## src/rtl/dino_jump_renderer.sv

```systemverilog
// Pixel-colour stage behind the VGA timing generator: per-frame T-rex jump physics
// and registered 12-bit RGB for the current pixel.
module dino_jump_renderer #(
  parameter int X_POS    = 64,
  parameter int DINO_W   = 20,
  parameter int DINO_H   = 24,
  parameter int GROUND_Y = 400,
  parameter int JUMP_V   = 12,
  parameter int GRAVITY  = 1
) (
  input  logic        clk,
  input  logic        rst,
  input  logic        pixel_clk,
  input  logic        active,
  input  logic        animate,
  input  logic [9:0]  x,
  input  logic [8:0]  y,
  input  logic        jump_btn,
  output logic [11:0] rgb,
  output logic        airborne,
  output logic [7:0]  dino_h
);

  typedef enum logic [1:0] {GROUND, RISE, FALL} state_t;

  localparam logic [10:0] X_LO    = 11'(X_POS);
  localparam logic [10:0] X_HI    = 11'(X_POS + DINO_W - 1);
  localparam logic [10:0] TOP_0   = 11'(GROUND_Y - DINO_H);
  localparam logic [10:0] BOX_H   = 11'(DINO_H - 1);
  localparam logic [10:0] GND_0   = 11'(GROUND_Y);
  localparam logic [10:0] GND_1   = 11'(GROUND_Y + 1);
  localparam logic [3:0]  JV      = 4'(JUMP_V);
  localparam logic [3:0]  GV      = 4'(GRAVITY);

  state_t      state;
  logic [3:0]  vel;
  logic        pending;
  logic        btn_q;

  logic        tick;
  logic        btn_edge;
  logic [4:0]  fall_sum;
  logic [3:0]  fall_v;
  logic [10:0] top;
  logic [10:0] xe;
  logic [10:0] ye;
  logic        in_dino;
  logic [11:0] pix_rgb;

  assign tick     = animate & pixel_clk;
  assign btn_edge = jump_btn & ~btn_q;
  assign airborne = (state != GROUND);

  // Falling speed saturates at the launch speed so the descent mirrors the ascent.
  assign fall_sum = {1'b0, vel} + {1'b0, GV};
  assign fall_v   = (fall_sum > {1'b0, JV}) ? JV : fall_sum[3:0];

  assign top = TOP_0 - {3'b000, dino_h};
  assign xe  = {1'b0, x};
  assign ye  = {2'b00, y};
  assign in_dino = (xe >= X_LO) && (xe <= X_HI) && (ye >= top) && (ye <= top + BOX_H);

  // NOTE: every always_comb output gets a default first so no latch can be inferred.
  always_comb begin
    pix_rgb = 12'hFFF;
    if (!active)
      pix_rgb = 12'h000;
    else if (in_dino)
      pix_rgb = 12'h555;
    else if (ye == GND_0 || ye == GND_1)
      pix_rgb = 12'h333;
  end

  // NOTE: sequential state uses non-blocking assignments only, so every register
  // samples pre-edge values regardless of statement order.
  always_ff @(posedge clk or negedge rst) begin
    if (!rst) begin
      state   <= GROUND;
      dino_h  <= 8'd0;
      vel     <= 4'd0;
      pending <= 1'b0;
      btn_q   <= 1'b0;
      rgb     <= 12'h000;
    end else begin
      btn_q <= jump_btn;
      if (pixel_clk)
        rgb <= pix_rgb;

      case (state)
        GROUND: begin
          if (tick && (pending || btn_edge)) begin
            state   <= RISE;
            vel     <= JV;
            pending <= 1'b0;
          end else if (btn_edge) begin
            pending <= 1'b1;
          end
        end
        RISE: begin
          if (tick) begin
            dino_h <= dino_h + {4'd0, vel};
            if (vel <= GV) begin
              state <= FALL;
              vel   <= 4'd0;
            end else begin
              vel <= vel - GV;
            end
          end
        end
        FALL: begin
          if (tick) begin
            if (dino_h <= {4'd0, fall_v}) begin
              state  <= GROUND;
              dino_h <= 8'd0;
              vel    <= 4'd0;
            end else begin
              dino_h <= dino_h - {4'd0, fall_v};
              vel    <= fall_v;
            end
          end
        end
        default: state <= GROUND;
      endcase
    end
  end

endmodule

```

## config.mk

```make
export PLATFORM = sky130hd
export DESIGN_NAME = dino_jump_renderer
export DESIGN_NICKNAME = d
export VERILOG_FILES = /design/src/rtl/dino_jump_renderer.sv
export SDC_FILE = /design/constraint.sdc
export NUM_CORES = 1
export LEC_CHECK = 0
export CAP_MARGIN = 15
export CORE_ASPECT_RATIO = 1.5
export CORE_UTILIZATION = 45
export DETAILED_ROUTE_END_ITERATION = 7
export PLACE_DENSITY = 0.71
export SLEW_MARGIN = 30
export SYNTH_ARGS = -nofsm -noshare
export SYNTH_HDL_FRONTEND = slang
export SYNTH_SLANG_ARGS = --single-unit
```

## constraint.sdc

```tcl
create_clock -name clk -period 3.4 [get_ports clk]
set_clock_uncertainty 0.1 [all_clocks]
set_input_delay 0.85 -clock clk [delete_from_list [all_inputs] [get_ports clk]]
set_output_delay 0.85 -clock clk [all_outputs]
set_load 0.03 [all_outputs]
```

==> results.md, run 1 <==
- Area leader, netlist: dfrtp_1
- Post-DP HPWL: 4580 µm
- Mapped Area: 2380 µm²
- Pins Over Slew Limit: 0
- Arr. time, crit path: 3.15 ns
- Initial Util: 46.4%
- Status: finished, final reports clean
- DRT Pass-1 Iters: 4
- Rel. slew slack: 56.7%
- Reg2Reg Depth: 9
- Post-route cell area: 2910 µm²
- LEAKAGE: 1.24 nW
- DIE AREA: 5580 µm²
- Vias in the first global route: 2180
- Sw Pwr: 1.43 mW
- Non-filler cells in the finished layout: 382
- GRT Util Overall: 22.4%
- Mux cell area share after synthesis: 3.00%
- Synth Area in Simple Gates: 20.0%
- Die Y: 91.0 µm
- Post-Synth XOR/XNOR Area: 5.90%
- Final hold violations: 0
- Fin crit share: 91.1%
- Fillers: 517
- TritonCTS sink count: 20
- DP Worst Slack: 0.201 ns
- Compound-gate portion of the synthesized area: 23.0%
- DRC: 0
- Reg2Reg Launch Point: dino_h[1]
- CTS tree: done
- Initial DRC Count: 58
- Row cnt: 32
- Crit path max-delay cell type: or3_1
- Layout cell share with drive strength beyond 1: 7.32%
- Most common cell after layout, fill and taps aside: clkdlybuf4s50_1
- Final ANT Viol Nets: 0
- Clock power share: 8.8%
- Detail-routed net length per standard cell: 15.1 µm
- Max incr delay on CP: 0.53 ns
- Worst setup endpoint: rgb[10]
- WP data required: 3.46 ns
- Comb pwr share: 75.7%
- Crit Path Max Fanout: 7
- Root Driver: clkbuf_8
- Final net count: 376
- First-pass GRT wire length: 9570 µm
- Final GP Congestion: 0.866
- Hold Path Class: flop to flop
- Core footprint: 5120 µm²
- Synth area leaders: dfrtp_1 21%, ha_1 18%, a21oi_1 3.4%, xor2_1 3.3%, nand2_1 2.8%
- Post-synth EDFFs: 0
- Initial antenna violation count: 0
- Port Buffers: 43
- Placed cells: 378
- Syn-to-layout area delta: 22.6%
- Fmax: 323 MHz
- FF/Latch Area: 500 µm²
- WL final: 5760 µm
- Yosys warning count: 0
- Die Wd: 61.3 µm
- Syn Inst Count: 278
- Setup Viol. Count Final: 0
- Synth unique cells: 58
- TritonCTS Buffers: 3
- Worst Setup SP: dino_h[1]
- Sequential fraction of the synthesis area: 21.1%
- Sw Share: 50.3%
- Mean Syn Cell Area: 8.55 µm²
- RR Endpoint: rgb[10]
- Clock transition at the registers of the reported paths: 0.09 ns
- CP Class: flop to flop
- Post-layout util: 56.9%
- Power Dens Cells: 974 nW/µm²
- Number of synthesized register bits: 20
- Net Count, Synth: 339
- # IOs: 46
- Fin crit period: 3.10 ns
- Ys async rst share: 100%
- Via count: 2188
- Congestion Overflow GR: 0
- Main synth FF type: dfrtp_1
- Synth top area share: 21.1%
- Adder-cell share of the synthesized area: 19.6%
- Most frequent cells in the layout: 43 x clkdlybuf4s50_1, 34 x ha_1, 20 x dfrtp_1
- Largest net degree at the start of global routing: 21
- Chain of cells forming the critical path: or3_1, nand3_1, xnor2_1, ha_1, a21o_1, a2111oi_0, o31a_1, nor3_1, o2bb2ai_1
- CTS max path bufs: 2
- Total of max-cap violations: 0
- CTS HTree Levels: 1
- Startpoint type of the worst setup path: flop
- Dpl cell area: 2840 µm²
- R2R Setup Slk: 0.30 ns
- TNS Setup: 0 ns
- Area of the multi-input gates: 1700 µm²
- Flop pwr share: 15.6%
- Final Worst Setup Slack: 0.304 ns
- # diodes: 0
- Peak VDD IR: 548 µV
- Via/cell ratio: 5.73
- Crit end category: flop
- Clk_lat worst skew: 0.27 ns
- Pint: 1.41 mW
- RSZ-0062 raised after global routing: false
- Actual slew at the worst max-slew pin: 0.647 ns
- Largest family of logic cells by synthesized area: compound AO/OA/AOI/OAI gates
==> final cells by class <==
cell class              instances  share of cell area (%)
repair buffers                 52                    17.1
clock inverters                 1                    1.03
flip-flops and latches         20                    17.2
multi-input cells             223                    58.4
well taps                      68                    2.92
clock buffers                   3                    1.42
inverters                      15                    1.93
==> cell families (layout without fill, tap and decap cells) <==
| logic type | after synthesis | in the layout |
|---|---|---|
| AOI/OAI and AO/OA | 76 | 76 |
| adders and majority gates | 36 | 36 |
| buffers and inverters | 35 | 71 |
| and+or+nand+nor | 88 | 88 |
| xor gates and xnor gates | 16 | 16 |
| DFF | 20 | 20 |
| muxes | 7 | 7 |
==> worst max-delay path, delay by kind of cell, from the launching register on <==
family | cells | cell delay, ns
fa+ha+maj | 1 | 0.32
flops | 1 | 0.50
xor+xnor | 1 | 0.21
compound gates | 4 | 1.10
simple gates | 3 | 0.75
==> worst min-delay path by stage <==
stage          startpoint  endpoint  slack, ns  depth (start not counted)
2_1_floorplan     pending   pending       0.39                          2
3_3_place_gp      pending   pending       0.42                          2
3_5_place_dp      pending   pending       0.43                          2
4_1_cts           pending   pending       0.45                          2
5_1_grt          state[1]  state[1]       0.49                          1
6_report          pending   pending       0.44                          2
==> power by group through the flow <==
stage / Combinational, mW / Sequential, mW / Clock [mW]
after CTS: 2.15 / 0.445 / 0.252
after floorplan: 1.55 / 0.499 / 0
final: 2.15 / 0.442 / 0.248
after global routing: 2.41 / 0.465 / 0.260
after global placement: 2.09 / 0.443 / 0
after detailed placement: 2.13 / 0.450 / 0
==> registers in the layout (all words and copies together), names as in the netlist <==
| name | cells |
|---|---|
| rgb | 4 |
| pending | 1 |
| dino_h | 8 |
| btn_q | 1 |
| state | 2 |
| vel | 4 |
==> metal layers <==
layer | GRT usage, % | part of all wire (%) | up-vias
met5 | 0 | 0 | -
met4 | 8.70 | 2.8 | 0
met3 | 2.42 | 3.3 | 11
met2 | 42.4 | 55 | 49
met1 | 23.6 | 39 | 1042
li1 | - | - | 1086
==> repair_timing <==
action,CTS,global route
setup endpoints to repair,0,2
setup buffers,0,0
gates resized for setup,0,1
endpoints found under the hold margin,0,0
hold buffers,0,0
==> stage by stage <==
| stage | hold slack (ns) | power [mW] |
|---|---|---|
| after global placement | 0.421 | 2.54 |
| after detailed placement | 0.426 | 2.58 |
| final | 0.435 | 2.84 |
| after global routing | 0.487 | 3.13 |
| after CTS | 0.445 | 2.84 |
| after floorplan | 0.392 | 2.04 |
==> synth_stat cells (2+ instances only) <==
master	count
ha_1	34
dfrtp_1	20
nand2_1	18
nor2_1	17
a21oi_1	16
inv_1	15
o21ai_0	12
clkbuf_1	9
nand3_1	9
xor2_1	9
buf_4	8
xnor2_1	7
mux2i_1	6
nand2b_1	6
nor2b_1	6
nor3_1	6
a211oi_1	5
nand4_1	5
o21a_1	5
o31a_1	5
a21o_1	4
nor4_1	4
a211o_1	3
o21bai_1	3
a2111oi_0	2
a31oi_1	2
and2_1	2
buf_6	2
fa_1	2
nand3b_1	2
o2111ai_1	2
o211ai_1	2
o22ai_1	2
o32a_1	2
or2_2	2
or3_1	2
Power figures use the tool's default switching activity.
==> run 2: changes to the inputs <==
MAX_ROUTING_LAYER = met4   (was default)
==> run 2 against run 1 <==
Against the previous run:
- utilization unchanged
- clock power about the same
- sequential power barely moved
- largest cell class unchanged
==> results.md, run 2 (synthesis gave the netlist of run 1 again) <==
- Cell family with most CP delay: compound AO/OA/AOI/OAI gates
- Setup Viol. Count Final: 0
- Post-CTS setup buffer count: 0
- First-pass GRT wire length: 9580 µm
- Rel. slew slack: 57.4%
- Most frequent cells in the layout: 43 x clkdlybuf4s50_1, 34 x ha_1, 20 x dfrtp_1
- Fillers: 517
- Post-DP HPWL: 4580 µm
- GRT Util Overall: 23.0%
- CTS max path bufs: 2
- DRT Pass-1 Iters: 4
- Initial DRC Count: 48
- Chain of cells forming the critical path: or3_1, nand3_1, xnor2_1, ha_1, a21o_1, a2111oi_0, o31a_1, nor3_1, o2bb2ai_1
- TritonCTS Buffers: 3
- Crit path max-delay cell type: or3_1
- Post-layout util: 56.9%
- Number of flip-flops in the largest register: 8
- LEAKAGE: 1.24 nW
- Arr. time, crit path: 3.13 ns
- Buf/Inv on CP: 0
- Total of max-cap violations: 0
- # IOs: 46
- Cts repair resizes: 0
- Final GP Congestion: 0.880
- Port Buffers: 43
- CTS HTree Levels: 1
- Most common cell after layout, fill and taps aside: clkdlybuf4s50_1
- Clock transition at the registers of the reported paths: 0.09 ns
- Final ANT Viol Nets: 0
- Crit end category: flop
- WL final: 5770 µm
- CTS tree: done
- Crit Path Max Fanout: 7
- # diodes: 0
- Post-route cell area: 2910 µm²
- Largest regs: dino_h (8), rgb (4), vel (4)
- Final hold violations: 0
- Congestion Overflow GR: 0
- Fin crit share: 90.4%
- CP Class: flop to flop
- RSZ-0062 raised after global routing: false
- Largest Register: dino_h
- Core footprint: 5120 µm²
- Detail-routed net length per standard cell: 15.1 µm
- DIE AREA: 5580 µm²
- Die Y: 91.0 µm
- Hold Path Class: flop to flop
- WP data required: 3.46 ns
- Clk_lat worst skew: 0.27 ns
- Root Driver: clkbuf_8
- Startpoint type of the worst setup path: flop
- Initial Util: 46.4%
- Initial antenna violation count: 0
- Syn-to-layout area delta: 22.6%
- Layout cell share with drive strength beyond 1: 7.32%
- Pins Over Slew Limit: 0
- TritonCTS sink count: 20
- Via count: 2168
- Peak VDD IR: 553 µV
- Via/cell ratio: 5.68
- Actual slew at the worst max-slew pin: 0.637 ns
- Row cnt: 32
- Status: finished, final reports clean
- Final net count: 376
- Vias in the first global route: 2183
- Largest net degree at the start of global routing: 21
- Max incr delay on CP: 0.53 ns
- Power Dens Cells: 975 nW/µm²
- Fmax: 325 MHz
- Cts hold-fix bufs: 0
- Die Wd: 61.3 µm
- DRC: 0
- Dpl cell area: 2840 µm²
- Fin crit period: 3.08 ns
- TNS Setup: 0 ns
[run 2: cell counts in the layout (fill, tap and decap cells not counted)]
Identical to the previous run, type by type.
[run 2: cell type report]
type                       count  area, µm²  share of cell area, %
multi-input combinational    223       1700                   58.4
timing repair buffer          52        498                   17.1
clock buffer                   3       41.3                   1.42
tap                           68       85.1                   2.92
sequential                    20        500                   17.2
clock inverter                 1       30.0                   1.03
inverter                      15       56.3                   1.93
[run 2: path summary, 6_finish.rpt]
path                            from   endpoint  slack [ns]  cells past startpoint
hold reg to reg              pending    pending        0.44                      2
hold / removal               pending    pending        0.44                      2
setup reg to reg           dino_h[1]    rgb[10]        0.32                      9
min in group asynchronous        rst    rgb[10]        0.82                      2
max in group asynchronous        rst  dino_h[2]        2.15                      2
setup / recovery           dino_h[1]    rgb[10]        0.32                      9
[run 2: power breakdown]
part           switching [mW]  total [mW]  internal [mW]  leakage, nW
Clock                  0.0923       0.250          0.157       0.0357
Combinational            1.22        2.15          0.930        0.965
Sequential              0.120       0.443          0.322        0.238
[run 2: tightest hold or removal path: cells and delay by family, from the launching register on]
kind	cells	cell delay, ns
DFF	1	0.35
AOI/OAI and AO/OA	2	0.14
[run 2: layer usage]
layer	part of all wire [%]	GRT usage (%)	wire length, µm	up-vias
met2	55	42.3	3160	36
met1	40	24.0	2300	1037
li1	-	-	-	1085
met3	2.6	2.14	149	10
met4	2.8	8.70	161	0
met5	0	-	0	-
[run 2: through the flow]
step	total power [mW]	instances	hold WS, ns	setup WS, ns
finish	2.84	382	0.435	0.325
global route	3.13	382	0.487	0.0636
CTS	2.84	382	0.445	0.187
detailed placement	2.58	378	0.426	0.201
global placement	2.54	378	0.421	0.258
floorplan	2.04	278	0.392	0.507
==> run 3: changes to the inputs <==
CTS_CLUSTER_SIZE = 14   (was default)
SLEW_MARGIN = 0   (was 30)
==> results of run 3 <==
No change in the layout: final DEF, timing and power equal those of run 2.
